[config.mk]
export PLATFORM = sky130hd
export DESIGN_NAME = sprite_anim_renderer
export DESIGN_NICKNAME = d
export VERILOG_FILES = /design/src/rtl/sprite_anim_renderer.sv
export SDC_FILE = /design/constraint.sdc
export NUM_CORES = 1
export LEC_CHECK = 0
export CAP_MARGIN = 10
export CORE_MARGIN = 5
export CORE_UTILIZATION = 45
export DETAILED_ROUTE_END_ITERATION = 7
export PLACE_DENSITY_LB_ADDON = 0.3
export SLEW_MARGIN = 40
export SYNTH_ARGS = -nofsm -noshare
export SYNTH_HDL_FRONTEND = slang
export SYNTH_SLANG_ARGS = --single-unit
export TNS_END_PERCENT = 10
[constraint.sdc]
create_clock -name vga_clk -period 5.7 [get_ports vga_clk]
set_input_delay 0.57 -clock vga_clk [delete_from_list [all_inputs] [get_ports vga_clk]]
set_output_delay 0.57 -clock vga_clk [all_outputs]
set_load 0.005 [all_outputs]
[src/rtl/sprite_anim_renderer.sv]
`default_nettype none
// ============================================================================
// Module   : sprite_anim_renderer
// Brief    : Animated sprite pixel source: scaled/mirrored sprite over a
//            background with colour-key transparency, 3-stage pixel pipeline.
// Revision : 1.0 - initial release
// ============================================================================
module sprite_anim_renderer #(
  parameter  int SPR_W      = 32,
  parameter  int SPR_H      = 32,
  parameter  int NUM_FRAMES = 4,
  parameter  int FRAME_DIV  = 8,
  parameter  int IDX_W      = 3,
  parameter  int TRANSP_IDX = 0,
  parameter  int ONESHOT    = 0,
  localparam int ADDR_W     = $clog2(NUM_FRAMES*SPR_W*SPR_H),
  localparam int FI_W       = (NUM_FRAMES > 1) ? $clog2(NUM_FRAMES) : 1
) (
  input  logic              vga_clk,
  input  logic              Reset,
  input  logic [9:0]        DrawX,
  input  logic [9:0]        DrawY,
  input  logic              blank,
  input  logic [9:0]        pos_x,
  input  logic [9:0]        pos_y,
  input  logic [1:0]        scale,
  input  logic              mirror_x,
  input  logic              anim_en,
  input  logic              anim_restart,
  input  logic [3:0]        bg_red,
  input  logic [3:0]        bg_green,
  input  logic [3:0]        bg_blue,
  output logic [ADDR_W-1:0] rom_addr,
  input  logic [IDX_W-1:0]  rom_q,
  output logic [IDX_W-1:0]  pal_idx,
  input  logic [3:0]        pal_red,
  input  logic [3:0]        pal_green,
  input  logic [3:0]        pal_blue,
  output logic [3:0]        red,
  output logic [3:0]        green,
  output logic [3:0]        blue,
  output logic [FI_W-1:0]   frame_idx,
  output logic              anim_done
);

  localparam int c_LX_W  = (SPR_W > 1) ? $clog2(SPR_W) : 1;
  localparam int c_LY_W  = (SPR_H > 1) ? $clog2(SPR_H) : 1;
  localparam int c_DIV_W = (FRAME_DIV > 1) ? $clog2(FRAME_DIV) : 1;

  typedef enum logic [0:0] {PLAY = 1'b0, DONE = 1'b1} state_t;

  state_t              r_state;
  logic [c_DIV_W-1:0]  r_div;
  logic [9:0]          r_drawy_q;
  logic                r_hit1, r_hit2, r_blank1, r_blank2;
  logic [11:0]         r_bg1, r_bg2;

  logic [11:0]         w_dx, w_dy, w_px, w_py, w_end_x, w_end_y, w_off_x, w_off_y;
  logic                w_hit, w_tick;
  logic [c_LX_W-1:0]   w_lx_raw, w_lx;
  logic [c_LY_W-1:0]   w_ly;
  logic [ADDR_W-1:0]   w_addr;

  // 12-bit arithmetic so a sprite hanging off the right/bottom edge is clipped, never wrapped
  assign w_dx    = {2'b00, DrawX};
  assign w_dy    = {2'b00, DrawY};
  assign w_px    = {2'b00, pos_x};
  assign w_py    = {2'b00, pos_y};
  assign w_end_x = w_px + (12'(SPR_W) << scale);
  assign w_end_y = w_py + (12'(SPR_H) << scale);
  assign w_hit   = (w_dx >= w_px) && (w_dx < w_end_x) && (w_dy >= w_py) && (w_dy < w_end_y);

  assign w_off_x  = w_dx - w_px;
  assign w_off_y  = w_dy - w_py;
  assign w_lx_raw = c_LX_W'(w_off_x >> scale);
  assign w_lx     = mirror_x ? (c_LX_W'(SPR_W - 1) - w_lx_raw) : w_lx_raw;
  assign w_ly     = c_LY_W'(w_off_y >> scale);
  assign w_addr   = ADDR_W'(frame_idx) * ADDR_W'(SPR_W*SPR_H)
                  + ADDR_W'(w_ly) * ADDR_W'(SPR_W) + ADDR_W'(w_lx);

  assign w_tick  = (r_drawy_q != 10'd0) && (DrawY == 10'd0);
  assign pal_idx = rom_q;

  // Pixel pipeline: S1 address/hit, S2 ROM access, S3 colour select
  always_ff @(posedge vga_clk or posedge Reset) begin
    if (Reset) begin
      rom_addr  <= '0;
      r_hit1    <= 1'b0;
      r_blank1  <= 1'b0;
      r_bg1     <= 12'h000;
      r_hit2    <= 1'b0;
      r_blank2  <= 1'b0;
      r_bg2     <= 12'h000;
      red       <= 4'h0;
      green     <= 4'h0;
      blue      <= 4'h0;
      r_drawy_q <= 10'd0;
    end else begin
      r_drawy_q <= DrawY;
      r_hit1    <= w_hit;
      r_blank1  <= blank;
      r_bg1     <= {bg_red, bg_green, bg_blue};
      if (w_hit)
        rom_addr <= w_addr;
      r_hit2    <= r_hit1;
      r_blank2  <= r_blank1;
      r_bg2     <= r_bg1;
      if (!r_blank2)
        {red, green, blue} <= 12'h000;
      else if (r_hit2 && (rom_q != IDX_W'(TRANSP_IDX)))
        {red, green, blue} <= {pal_red, pal_green, pal_blue};
      else
        {red, green, blue} <= r_bg2;
    end
  end

  // Animation: frame_idx only moves on the vertical-wrap tick, so a frame never tears
  always_ff @(posedge vga_clk or posedge Reset) begin
    if (Reset) begin
      r_state   <= PLAY;
      r_div     <= '0;
      frame_idx <= '0;
      anim_done <= 1'b0;
    end else if (anim_restart) begin
      r_state   <= PLAY;
      r_div     <= '0;
      frame_idx <= '0;
      anim_done <= 1'b0;
    end else begin
      case (r_state)
        PLAY: begin
          if (w_tick && anim_en) begin
            if (r_div == c_DIV_W'(FRAME_DIV - 1)) begin
              r_div <= '0;
              if (frame_idx == FI_W'(NUM_FRAMES - 1)) begin
                if (ONESHOT != 0) begin
                  anim_done <= 1'b1;
                  r_state   <= DONE;
                end else begin
                  frame_idx <= '0;
                end
              end else begin
                frame_idx <= frame_idx + FI_W'(1);
              end
            end else begin
              r_div <= r_div + c_DIV_W'(1);
            end
          end
        end
        DONE: begin
          r_state <= DONE;
        end
        default: r_state <= PLAY;
      endcase
    end
  end

endmodule
`default_nettype wire

# Word level (Yosys, flattened, before mapping)
# Cells that the tools add are included.
# totals
regBits	68
in_bits	75
output_inout_bits	30
wordCells	64
# classes
add_sub_neg	9
order_cmp	4
eq_ne	3
shift	3
mux	18
n_reduce_logical	13
# ops
op	count
10-bit by 12-bit adder with 12-bit output	2
10-bit by 12-bit less-than comparator with 1-bit output	2
4-bit 2-to-1 mux	6
12-bit by 2-bit >> shifter with 5-bit output	2
10-bit by 10-bit subtractor with 11-bit output	2
10-bit greater-or-equal comparator	2
12-bit by 10-bit adder with 12-bit output	1
12-bit by 5-bit adder with 12-bit output	1
3-bit 2-to-1 mux	4
6-bit by 2-bit left shift with 12-bit output (first input constant)	1
10-bit zero test	1
2-bit 2-to-1 mux	5
10-bit nonzero test	1
1-bit logical AND	6
5-bit 2-to-1 mux	1
5-bit subtractor (first input constant)	1
2-bit nonzero test	2
3-bit by 1-bit adder with 3-bit output (second input constant)	1
3-bit equality test (second input constant)	1
3-bit AND reduction	1
3-bit nonzero test	1
2-bit by 1-bit adder with 2-bit output (second input constant)	1
2-bit equality test (second input constant)	1
1-bit 2-to-1 mux	2
other kinds (2)	2

# Logic depth before layout (Yosys ltp)
# Gate-level depths: netlist of the first run.
# depth
word_depth	6
depth_mapped	16

# Worst setup path before layout of the first run
# No wires, ideal clock.
# synth_path
path_type	input to register
start	in scale[0]
end	reg rom_addr[0]
setup_ns	0.125
arrival_ns	3.604
setup_slack_ns	1.971
path_stages	16
path_buffers	3
path_cell_list	clkbuf_1 clkbuf_1 nor2_1 ha_1 ha_1 o21ai_0 o21ai_0 a21oi_1 xnor2_1 ha_1 nand2_1 a21oi_1 a211o_1 a211oi_4 buf_12 mux2_4
# synth_between
elab_chain_len	6
word_cells_on_any_way	12
cone_classes	add/sub: 4; order compare: 2; shift: 2; mux: 1; reduce/logical: 3
# synth_lines
element	line	rtl
start, declared	26	input logic [1:0] scale,
6-bit by 2-bit left shift with 12-bit output *	69, 70	
10-bit by 12-bit adder with 12-bit output	69	assign w_end_x = w_px + (12'(SPR_W) << scale);
10-bit by 12-bit less-than comparator with 1-bit output	71	assign w_hit = (w_dx >= w_px) && (w_dx < w_end_x) && (w_dy >= w_py) && (w_dy < w_end_y);
1-bit logical AND (2 in series)	71	
1-bit logical AND *	71	
named net w_hit	59	logic w_hit, w_tick;
end signal, assigned	104	rom_addr <= w_addr;
end, declared	33	output logic [ADDR_W-1:0] rom_addr,
# Mark *: on every way through the listed nets, which the timed path passes. The rest lies on a longest branch.
# A chain may end at the register's enable or synchronous reset.

# Worst setup path in the final report of the first run
# layout_path
start	in scale[1]
end	reg rom_addr[8]
# layout_between
elab_chain_len	6
word_cells_on_any_way	14
cone_classes	add/sub: 5; order compare: 2; shift: 3; mux: 1; reduce/logical: 3
# layout_lines
element	line
6-bit by 2-bit left shift with 12-bit output	69, 70
10-bit by 12-bit adder with 12-bit output	69
10-bit by 12-bit less-than comparator with 1-bit output	71
1-bit logical AND (3 in series)	71
# Parallel ways exist; a longest one is shown, timed or not.

==> results of run 1 <==
[registers in the layout, indices dropped and copies added (netlist names)]
register,flops
blue,4
frame_idx,2
green,4
r_bg1,12
r_bg2,12
r_blank1,1
r_blank2,1
r_div,3
r_drawy_q,10
r_hit1,1
r_hit2,1
red,4
rom_addr,12
[final cells by class]
class	count	area, sq um	area share [%]
Clock inverter	6	115	2.11
Timing Repair Buffer	106	1050	19.4
Clock buffer	9	124	2.28
Multi-Input combinational cell	284	2210	40.6
Inverter	33	124	2.28
Tap cell	111	139	2.55
Sequential cell	67	1680	30.8
[report_power, final]
group | leakage, nW | total, W | internal, W | switching, W
clock | 0.115 | 0.000474 | 0.000289 | 0.000184
sequential | 0.820 | 0.000559 | 0.000530 | 0.0000291
combinational | 1.55 | 0.000431 | 0.000254 | 0.000177
total | 2.49 | 0.00146 | 0.00107 | 0.000391
[kinds of logic after synthesis]
logic type	after synthesis	share of synthesized area, %
mux	30	9.36
flops	67	40.6
xor+xnor	17	3.60
buf+inv	53	6.00
other cells	1	0.0908
simple gates	101	12.9
compound gates	95	15.0
fa+ha+maj	40	12.5
[worst max-delay path by stage]
stage | start | depth (start not counted) | end
final | scale[1] | 15 | rom_addr[8]$_DFFE_PP0P_
after global routing | scale[1] | 15 | rom_addr[8]$_DFFE_PP0P_
after detailed placement | scale[1] | 15 | rom_addr[8]$_DFFE_PP0P_
after floorplan | scale[0] | 16 | rom_addr[0]$_DFFE_PP0P_
after CTS | scale[1] | 15 | rom_addr[8]$_DFFE_PP0P_
after global placement | scale[1] | 14 | rom_addr[8]$_DFFE_PP0P_
[through the flow]
| step | hold WS (ns) | setup WS, ns |
|---|---|---|
| after floorplan | 0.331 | 1.97 |
| after global placement | 0.332 | 0.976 |
| after detailed placement | 0.335 | 0.947 |
| after CTS | 0.349 | 1.32 |
| after global routing | 0.349 | 0.981 |
| final | 0.348 | 1.30 |
[per-layer routing]
layer	routed length, microns	part of all wire (%)	vias to the layer above	global-route usage (%)
met2	4850	50	101	30.4
met3	456	4.7	14	3.06
met5	0	0	-	0
met4	193	2.0	0	6.85
li1	-	-	1610	-
met1	4160	43	1564	21.2
[synth_stat cells (6+ instances only)]
library cell  number  area [sq um]
xnor2_1            8          70.1
buf_4              6          45.0
dfrtp_1           67          1680
clkbuf_1           9          33.8
a21oi_1           34           170
mux2_4             9           135
nand2b_1           6          37.5
xor2_1             9          78.8
inv_1             32           120
nand2_1           20          75.1
ha_1              38           475
nor2b_1           18           113
o21ai_0           21           105
nor2_1            27           101
mux2i_1           15           150
==> metrics.txt, run 1 <==
Critical Path RT=a little under 6 ns; Max-Cap Viols=0; Diodes inserted=0; Gate Count Post-Synth=around 400; Die ar.=around 11,000 sq um; drt drc=0; Worst VDD drop=about 0.00017 V; CTS clk-pin slew, worst paths=about 0.070 ns; Worst slew margin=57.1%; GRT Overall Usage=17.4%; Worst R2R Setup Slack=approximately 4.2 ns; # Post-CTS Setup Buffers=0; layout cell share with drive strength beyond 1=9.31%; Die Width=around 110 microns; worst skew pair latency=around 0.34 ns; Starting DRT DRC Count=122; register bit total from synthesis=67; RSZ-0062 raised after global routing=no; total power=roughly 0.0015 W; setup TNS=0 ns; initial core utilization=approximately 45%; non-filler cells, final=~620; core box area=around 9100 sq um; Synth Warn #=0; global-route wire length before repair=15,700 microns; status=complete, no violations; routed len/inst=~16 microns; asr flop ratio synth=100%; most frequent cells in the layout=clkdlybuf4s50_1, dfrtp_1, ha_1, a21oi_1, inv_1; Post-synth EDFFs=0; CTS buffer count=9; Netlist cell types=62; post-route cell area=between 5000 and 6000 sq um; startpoint types=input port; # IOs=105; Cell Area, Placed=5200 sq um; final core occ=approximately 60%; Peak Freq=0.227 GHz; via/cell ratio=5.34; Hold Vio Cnt, Final=0; sequential area share after synthesis=40.6%; pin count of the biggest net entering global routing=approximately 50; nets@finish=616; Tcrit/Tclk final=77.2%; worst reg-to-reg path cell count=4; Final Critical Period=roughly 4.4 ns; Slew Limit Fails=0; Crit Reg-Reg Endpoint=r_div[1]$_DFFE_PP0P_; CTS root buf=clkbuf_8; Slew @ Worst Pin=roughly 0.64 ns; fillers=793; port bufs=103; Main synth FF type=dfrtp_1; CTS Buffer Depth=2; Routed Antenna Nets=0; initial antenna violation count=0; CTS tree=yes; worst min-delay path endpoint=r_bg2[4]$_DFF_PP0_; static leakage=2.49 nW; worst path cell trace=clkdlybuf4s50_1 > nand2b_1 > xnor2_1 > ha_1 > nor2_1 > a21oi_1 > o21ai_0 > xnor2_1 > ha_1 > a21oi_1 > a21oi_1 > a211o_1 > a211oi_4 > buf_4 > mux2_2; Hold Path Stages=0; r2r startpoint=r_div[0]$_DFFE_PP0P_; DR vias=3,289; top cell family by delay on the critical path=compound AO/OA/AOI/OAI gates; Synth Cell Area=4130 sq um; min-delay src=r_bg1[4]$_DFF_PP0_; CP most frequent cell=a21oi_1; Final Wtd Congestion=0.829; Avg Cell Area, Syn=10.2 sq um; die height=106 microns; CTS Hold Bufs=0; buffers and inverters on the worst path=2; Resize count post-CTS=0; most common cell after layout, fill and taps aside=clkdlybuf4s50_1; CP max FO=19; Sink Count=67; H-Tree Depth=3; Row Count=35; P&R area growth vs syn=31.8%; P per Cell Area=between 200 and 300 nW/um^2; CP Data Arrival Time=4.63 ns; Setup CP Type=input port to register; Worst Skew=around 0.009 ns; Final setup viols=0; slowest CP cell=clkdlybuf4s50_1; post-placement cell count=601; post-DP HPWL=roughly 7600 microns; grt total ovfl=0; Syn Nets=519; vias in the first global route=3,355; Total Wirelength=9650 microns; min-delay worst type=register to register; Crit path largest cell delay=0.88 ns; 1st-pass router iterations=5; CP endpoint kind=register
Power figures use the tool's default switching activity.
==> run 2, diff against run 1 <==
==> constraint.sdc (replaced) <==
create_clock -name vga_clk -period 4.3 [get_ports vga_clk]
set_input_delay 0.43 -clock vga_clk [delete_from_list [all_inputs] [get_ports vga_clk]]
set_output_delay 0.43 -clock vga_clk [all_outputs]
set_load 0.005 [all_outputs]
==> run 2 against run 1 <==
Sequential share of layout area rose by 0.13 points. Power is 25% higher. Final cell count increased by 0.65%. Clock power up 8.2%. Register-to-register slack got worse by 1.4 ns. Global-route usage up 0.53 points. Critical path type unchanged.
==> metrics.txt, run 2 (same netlist as run 1, synthesis figures left out) <==
static leakage=2.48 nW (-0.19%); Peak Freq=0.265 GHz; sw power=0.000521 W (+33%); grt total ovfl=0 (unchanged); Worst R2R Setup Slack=2.79 ns (-1.41 ns); status=complete, no violations; Total Wirelength=9760 microns (+1.1%); H-Tree Depth=3 (unchanged); Crit Reg-Reg Endpoint=r_div[1]$_DFFE_PP0P_; most common cell after layout, fill and taps aside=clkdlybuf4s50_1; CP Data Arrival Time=4.00 ns (-0.63 ns); layout cell share with drive strength beyond 1=9.82% (+0.52 points); buffers and inverters on the worst path=2 (unchanged); Worst slew margin=54.2% (-2.9 points); P&R area growth vs syn=31.2%; CP Depth=15 (unchanged); Die Width=106 microns (unchanged); P per Cell Area=338 nW/um^2 (+26%); Tcrit/Tclk final=87.8%; Crit path largest cell delay=0.63 ns (-0.25 ns); drt drc=0 (unchanged); 1st-pass router iterations=4 (-1); most frequent cells in the layout=clkdlybuf4s50_1, dfrtp_1, ha_1, a21oi_1, inv_1; switching share of power=28.5% (+1.8 points); CTS buffer count=9 (unchanged); post-route cell area=5420 sq um (-0.41%); worst skew pair latency=0.34 ns (about the same); Slew @ Worst Pin=0.686 ns (+0.0448 ns); Worst Skew=0.00810 ns (-0.000771 ns); Starting DRT DRC Count=112 (-8.2%); setup TNS=0 ns (unchanged); CP endpoint kind=register; vias in the first global route=3,435 (+2.4%); Slew Limit Fails=0 (unchanged); CP max FO=13 (-6); Routed Antenna Nets=0 (unchanged); Final setup viols=0 (unchanged); CTS clk-pin slew, worst paths=0.08 ns (about the same); Seq pwr share=40.5% (+2.3 points); GRT Overall Usage=17.9% (+0.53 points); nets@finish=619 (+0.49%); Max-Cap Viols=0 (unchanged); worst reg-to-reg path cell count=4 (unchanged); Worst VDD drop=0.000127 V (-24%); Comb pwr share=31.4% (+1.9 points); post-DP HPWL=7780 microns (+2.8%); global-route wire length before repair=16,200 microns (+2.9%); Hold Slack=0.349 ns (+0.00131 ns); top cell family by delay on the critical path=compound AO/OA/AOI/OAI gates; CTS Hold Bufs=0 (unchanged); # IOs=105 (unchanged); initial antenna violation count=0 (unchanged); CP endpoint=rom_addr[8]$_DFFE_PP0P_; Final Wtd Congestion=0.861 (+3.9%); core box area=9110 sq um (unchanged); Sink Count=67 (unchanged); top flop regs=r_bg1 (12), r_bg2 (12), rom_addr (12); Row Count=35 (unchanged); Final Critical Period=between 3 and 4 ns; die height=106 microns (unchanged); Hold Vio Cnt, Final=0 (unchanged); Hold Path Stages=0 (unchanged); Diodes inserted=0 (unchanged); DR vias=3,338 (+1.5%); source of the critical timing path=scale[0]; Cell Area, Placed=5230 sq um (+0.43%); RSZ-0062 raised after global routing=no; CTS Buffer Depth=2 (unchanged); slowest CP cell=clkdlybuf4s50_1; routed len/inst=15.7 microns (+0.47%); pin count of the biggest net entering global routing=41 (-20%); # Post-CTS Setup Buffers=0 (unchanged); startpoint types=input port; Die ar.=11,200 sq um (unchanged); Resize count post-CTS=0 (unchanged); min-delay worst type=register to register; Setup CP Type=input port to register; fillers=781 (-1.5%); via/cell ratio=5.38 (+0.84%); CTS tree=yes; worst path cell trace=clkdlybuf4s50_1 > nand2b_1 > xnor2_1 > ha_1 > o21ai_0 > o21ai_0 > a21oi_1 > xnor2_1 > ha_1 > nand2_1 > a21oi_1 > a211o_1 > a211oi_4 > buf_4 > mux2_2; port bufs=103 (unchanged); initial core utilization=45.4% (unchanged); internal power=0.00131 W (+22%); r2r startpoint=r_div[0]$_DFFE_PP0P_; Critical Path RT=4.52 ns (-1.41 ns); Clock power frac=28.0% (-4.4 points); CTS root buf=clkbuf_8
## run 2: worst reg2reg max path: cells and delay by family, from the launching register on
kind            cells  cell delay (ns)
compound gates      1             0.15
simple gates        1             0.47
fa+ha+maj           2             0.42
flops               1             0.41
## run 2: worst min path at each step
stage / from / endpoint / slack (ns)
after detailed placement: r_bg1[1]$_DFF_PP0_ / r_bg2[1]$_DFF_PP0_ / 0.33
after global placement: r_bg1[10]$_DFF_PP0_ / r_bg2[10]$_DFF_PP0_ / 0.33
after global routing: r_bg1[1]$_DFF_PP0_ / r_bg2[1]$_DFF_PP0_ / 0.36
after CTS: r_bg1[4]$_DFF_PP0_ / r_bg2[4]$_DFF_PP0_ / 0.35
after floorplan: r_bg1[0]$_DFF_PP0_ / r_bg2[0]$_DFF_PP0_ / 0.33
final: r_bg1[4]$_DFF_PP0_ / r_bg2[4]$_DFF_PP0_ / 0.35
## run 2: routing by layer
metal	wire (microns)	GRT usage (%)	part of all wire, %
met4	300	7.59	3.1
met5	0	0	0
met1	4050	21.9	42
met2	4850	30.6	50
met3	556	3.67	5.7
## run 2: layout make-up
type                            instances  area (sq um)  share of cell area [%]
Timing Repair Buffer                  109          1080                    19.8
Clock inverter                          6          65.1                    1.20
Sequential cell                        67          1680                    30.9
Inverter                               33           125                    2.31
Multi-Input combinational cell        284          2210                    40.8
Clock buffer                           10           128                    2.35
Tap cell                              111           139                    2.56
## run 2: power groups by stage
| stage | clock [W] | sequential (W) | combinational, W |
|---|---|---|---|
| floorplan | 0 | 0.000748 | 0.000315 |
| global placement | 0 | 0.000753 | 0.000561 |
| detailed placement | 0 | 0.000755 | 0.000578 |
| CTS | 0.000525 | 0.000744 | 0.000581 |
| global route | 0.000554 | 0.000751 | 0.000632 |
| finish | 0.000513 | 0.000742 | 0.000575 |
## run 2: stage by stage
step	cells	setup WS, ns	total power (W)	utilization, %
floorplan	404	0.711	0.00106	-
global placement	604	0.395	0.00131	57.4
detailed placement	604	0.195	0.00133	57.4
CTS	620	0.550	0.00185	59.5
global route	620	0.244	0.00194	59.5
finish	620	0.523	0.00183	59.5
==> run 3, diff against run 2 <==
--- a/config.mk
+++ b/config.mk
@@ -8,8 +8,10 @@
 export CAP_MARGIN = 10
 export CORE_MARGIN = 5
 export CORE_UTILIZATION = 45
+export CTS_BUF_LIST = sky130_fd_sc_hd__clkbuf_2
 export DETAILED_ROUTE_END_ITERATION = 7
 export PLACE_DENSITY_LB_ADDON = 0.3
+export SETUP_SLACK_MARGIN = 0.1
 export SLEW_MARGIN = 40
 export SYNTH_ARGS = -nofsm -noshare
 export SYNTH_HDL_FRONTEND = slang
==> run 3 against run 2 <==
Routed wire length decreased by 0.34%. Power fell by 7.7%. Via count increased by 0.30%. Utilization shrank 0.85 points. Non-clock buffer count unchanged. Design area decreased by 1.4%. Final cell count stayed put.
==> metrics.txt, run 3 (same netlist as run 1, synthesis figures left out) <==
Tcrit/Tclk final=83.7% (-4.1 points); P per Cell Area=316 nW/um^2 (-6.3%); Reg area=1680 sq um (unchanged); Slew Limit Fails=0 (unchanged); # Post-CTS Setup Buffers=0 (unchanged); DR vias=3,348 (+0.30%); Worst Skew=0.0317 ns (+0.0236 ns); Slew @ Worst Pin=0.682 ns (-0.00439 ns); final core occ=58.7% (-0.85 points); Hold Slack=0.312 ns (-0.0375 ns); Critical Path RT=4.68 ns (+0.16 ns); worst skew pair latency=0.49 ns (+0.15 ns); GRT Overall Usage=17.7% (-0.16 points); Multi-input gate area=2210 sq um (unchanged); initial core utilization=45.4% (unchanged); CTS root buf=clkbuf_2; Final setup viols=0 (unchanged); RSZ-0062 raised after global routing=no; port bufs=103 (unchanged); CP endpoint kind=register; fillers=784 (+0.38%); CTS Buffer Depth=2 (unchanged); Routed Antenna Nets=0 (unchanged); total power=0.00169 W (-7.7%); CTS Hold Bufs=0 (unchanged); post-route cell area=5340 sq um (-1.4%); post-DP HPWL=7780 microns (unchanged); Starting DRT DRC Count=101 (-9.8%); static leakage=2.46 nW (-0.98%); status=complete, no violations; Cell Area, Placed=5230 sq um (unchanged); # IOs=105 (unchanged); CP Data Arrival Time=3.98 ns (-0.02 ns); P&R area growth vs syn=29.3%; min-delay worst type=input port to asynchronous set/reset pin; initial antenna violation count=0 (unchanged); grt total ovfl=0 (unchanged); nets@finish=619 (unchanged); Diodes inserted=0 (unchanged); Die Width=106 microns (unchanged); core box area=9110 sq um (unchanged); layout cell share with drive strength beyond 1=10.0% (+0.20 points); Sink Count=67 (unchanged); Max-Cap Viols=0 (unchanged); CTS tree=yes; Resize count post-CTS=0 (unchanged); Worst VDD drop=0.000126 V (-1.4%); Die ar.=11,200 sq um (unchanged); Peak Freq=0.278 GHz (+4.9%); Final Wtd Congestion=0.861 (unchanged); vias in the first global route=3,414 (-0.61%); die height=106 microns (unchanged); CTS clk-pin slew, worst paths=0.22 ns (+0.14 ns); CTS buffer count=9 (unchanged); setup TNS=0 ns (unchanged); top flop regs=r_bg1 (12), r_bg2 (12), rom_addr (12); Final Critical Period=3.60 ns (-0.178 ns); CP max FO=13 (unchanged); H-Tree Depth=3 (unchanged); pin count of the biggest net entering global routing=41 (unchanged); most common cell after layout, fill and taps aside=clkdlybuf4s50_1; Worst slew margin=54.5% (+0.29 points); global-route wire length before repair=16,100 microns (-0.64%); Total Wirelength=9730 microns (-0.34%); drt drc=0 (unchanged); Row Count=35 (unchanged); via/cell ratio=5.40 (+0.30%); 1st-pass router iterations=4 (unchanged); Setup CP Type=input port to register; Hold Vio Cnt, Final=0 (unchanged); startpoint types=input port; most frequent cells in the layout=clkdlybuf4s50_1, dfrtp_1, ha_1, a21oi_1, inv_1; routed len/inst=15.7 microns (-0.34%)
run 3: report_power, final:
| part | switching [W] | internal, W |
|---|---|---|
| sequential | 0.0000399 | 0.000702 |
| clock | 0.000235 | 0.000138 |
| combinational | 0.000238 | 0.000338 |
| total | 0.000512 | 0.00118 |
run 3: metrics by stage:
stage | worst slack (ns) | instances
2_1_floorplan | 0.711 | 404
3_3_place_gp | 0.395 | 604
3_5_place_dp | 0.195 | 604
4_1_cts | 0.743 | 620
5_1_grt | 0.456 | 620
6_report | 0.701 | 620
run 3: layout make-up:
| class | count | area share [%] |
|---|---|---|
| Multi-Input combinational cell | 284 | 41.4 |
| Timing Repair Buffer | 109 | 20.1 |
| Clock inverter | 6 | 1.22 |
| Clock buffer | 10 | 0.937 |
| Tap cell | 111 | 2.60 |
| Sequential cell | 67 | 31.4 |
| Inverter | 33 | 2.34 |
run 3: worst max-delay path, cell delays in order:
cell	delay (ns)
clkdlybuf4s50_1	0.63
nand2b_1	0.24
xnor2_1	0.18
ha_1	0.26
o21ai_0	0.18
o21ai_0	0.11
a21oi_1	0.21
xnor2_1	0.15
ha_1	0.27
nand2_1	0.07
a21oi_1	0.04
a211o_1	0.32
a211oi_4	0.23
buf_4	0.27
mux2_2	0.37
run 3: layer usage:
metal / vias to the layer above / wire, microns / GRT usage (%)
li1: 1621 / - / -
met1: 1588 / 4110 / 21.9
met2: 116 / 4790 / 30.1
met3: 23 / 536 / 3.67
met4: 0 / 297 / 7.49
met5: - / 0 / 0
run 3: final timing paths:
| path | start | depth (start not counted) | to | slack [ns] |
|---|---|---|---|---|
| setup reg to reg | r_div[0]$_DFFE_PP0P_ | 4 | r_div[1]$_DFFE_PP0P_ | 2.78 |
| min in group vga_clk | bg_red[2] | 1 | r_bg1[10]$_DFF_PP0_ | 0.36 |
| max in group asynchronous | Reset | 3 | r_bg1[9]$_DFF_PP0_ | 3.17 |
| setup / recovery | scale[0] | 15 | rom_addr[8]$_DFFE_PP0P_ | 0.70 |
| hold reg to reg | r_blank1$_DFF_PP0_ | 0 | r_blank2$_DFF_PP0_ | 0.37 |
| hold / removal | Reset | 2 | r_drawy_q[6]$_DFF_PP0_ | 0.31 |
==> variant (settings of run 2) <==
Set the parameter `SPR_W` to 16 (it was 32).
--- a/src/rtl/sprite_anim_renderer.sv
+++ b/src/rtl/sprite_anim_renderer.sv
@@ -6,7 +6,7 @@
 // Revision : 1.0 - initial release
 // ============================================================================
 module sprite_anim_renderer #(
-  parameter  int SPR_W      = 32,
+  parameter  int SPR_W      = 16,
   parameter  int SPR_H      = 32,
   parameter  int NUM_FRAMES = 4,
   parameter  int FRAME_DIV  = 8,
Ports: changed (resized rom_addr); port bits go from 105 to 104. No check against the original RTL was run, so the function may have changed too.
==> variant against run 2 <==
Cell area down 2.2%. Register-to-register slack better by 0.02 ns. Wire length decreased by 12%. Power down 7.4%. Setup slack worse by 0.075 ns. Synthesized area down 2.5%. Global-route usage is 1.7 points lower. Fmax decreased by 1.9%. Sequential cell count decreased by 1. Critical endpoint is now rom_addr[10].
==> variant: results (changes against run 2) <==
outcome: "complete, no violations"
io_buffers: 102  # -0.97%
power_leakage_nw: 2.456  # -1.0%
vias_per_cell: 5.246  # -2.6%
gp_congestion: 0.8760  # +1.8%
min_from: "r_bg1[7]"
cp.arrival_ns: 4.08  # +0.08 ns
ir_drop_uv: 117.7  # -7.6%
drtPass1Iterations: 5  # +1
root_buffer: "clkbuf_8"
drt_iter0_drc: 104  # -7.1%
totalWireLength_mm: 8.626  # -12%
cp_max_fo: 12  # -1
synth_nets: 488  # -6.0%
grt_max_degree: 43  # +4.9%
ys_top_cells_by_count: "66 x dfrtp_1, 39 x ha_1, 37 x inv_1, 18 x nor2_1, 17 x a21oi_1"
place_area_um2: 5135  # -1.8%
fin_skew_ns: 0.01182  # +0.003724 ns
synth_cell_types: 58  # -6.5%
rrSetupSlack_ns: 2.81  # +0.02 ns
worstMarginPinSlew_ns: 0.6820  # -0.003941 ns
gr-usage-all-layers_pct: 16.23  # -1.7 points
synthTopCellsByArea: "dfrtp_1 41%, ha_1 12%, mux4_2 3.9%, mux2i_1 3.7%, inv_1 3.4%"
final_nets: 592  # -4.4%
reg.largest.list: "r_bg1 x12, r_bg2 x12, rom_addr x11"
ys_seq_area_share_pct: 40.99  # +0.41 points
grt_pass1_wl_mm: 14.73  # -8.9%
## variant: cell count changes after synthesis, sizes merged, moves of 5 or more
| cell | run 2 | this run |
|---|---|---|
| a21oi | 34 | 18 |
| clkbuf | 9 | 4 |
| inv | 32 | 37 |
| nand2 | 20 | 13 |
| nor2 | 27 | 18 |
| o21ai | 21 | 15 |
| xnor2 | 8 | 14 |
## variant: through the flow
| step | power [mW] | hold WS [ns] | worst slack, ns | std cells |
|---|---|---|---|---|
| CTS | 1.719 | 0.3499 | 0.4907 | 589 |
| floorplan | 1.020 | 0.3312 | 0.8977 | 372 |
| finish | 1.695 | 0.3494 | 0.4481 | 589 |
| global placement | 1.259 | 0.3325 | 0.2536 | 573 |
| detailed placement | 1.271 | 0.3347 | 0.1305 | 573 |
| global route | 1.800 | 0.3534 | 0.1930 | 589 |
## variant: kinds of logic after synthesis
| logic type | synth area share (%) |
|---|---|
| compound gates | 13.35 |
| xor+xnor | 5.217 |
| fa+ha+maj | 13.11 |
| buf+inv | 6.366 |
| flops | 40.99 |
| mux | 10.71 |
| other cells | 0.09308 |
| simple gates | 10.16 |
## variant: routing by layer
layer  vias to the layer above  part of all wire, %  global-route usage, %  wire, um
li1                       1514                    -                      -         -
met3                        13                  5.7                  4.624       488
met4                         0                  1.8                  6.301       157
met5                         -                    0                      0         0
met1                      1463                   43                  19.94      3729
met2                       100                   49                  27.06      4251
## variant: cell type report
class                      instances  area (um2)  share of cell area (%)
inverter                          37       141.4                   2.666
clock buffer                      10       127.6                   2.406
multi-input combinational        252        2126                   40.08
tap                              108       135.1                   2.548
sequential                        66        1652                   31.14
clock inverter                     6       41.29                  0.7785
timing repair buffer             110        1081                   20.38
## variant: final timing paths
kind / endpoint / cells past startpoint
setup / recovery: rom_addr[10] / 15
hold / removal: r_bg2[7] / 0
setup reg to reg: r_div[1] / 4
hold reg to reg: r_bg2[7] / 0
max in group asynchronous: blue[2] / 3
min in group asynchronous: r_drawy_q[7] / 2
## variant: critical path, stage by stage
cell and delay (ns):
clkdlybuf4s50_1 0.64, nor2b_1 0.42, buf_4 0.20, xnor2_1 0.06, ha_1 0.25, a21oi_1 0.14, o22ai_1 0.10, a21o_1 0.21
xnor2_1 0.13, ha_1 0.27, o211ai_1 0.08, a211o_1 0.24, a32o_1 0.23, o211ai_2 0.26, mux2_2 0.40
## variant: where the power goes
group          switching (mW)  internal (mW)  total, mW
Clock                   0.233          0.209      0.442
Sequential             0.0305          0.689      0.719
Combinational           0.218          0.316      0.534
Total                   0.482           1.21       1.69
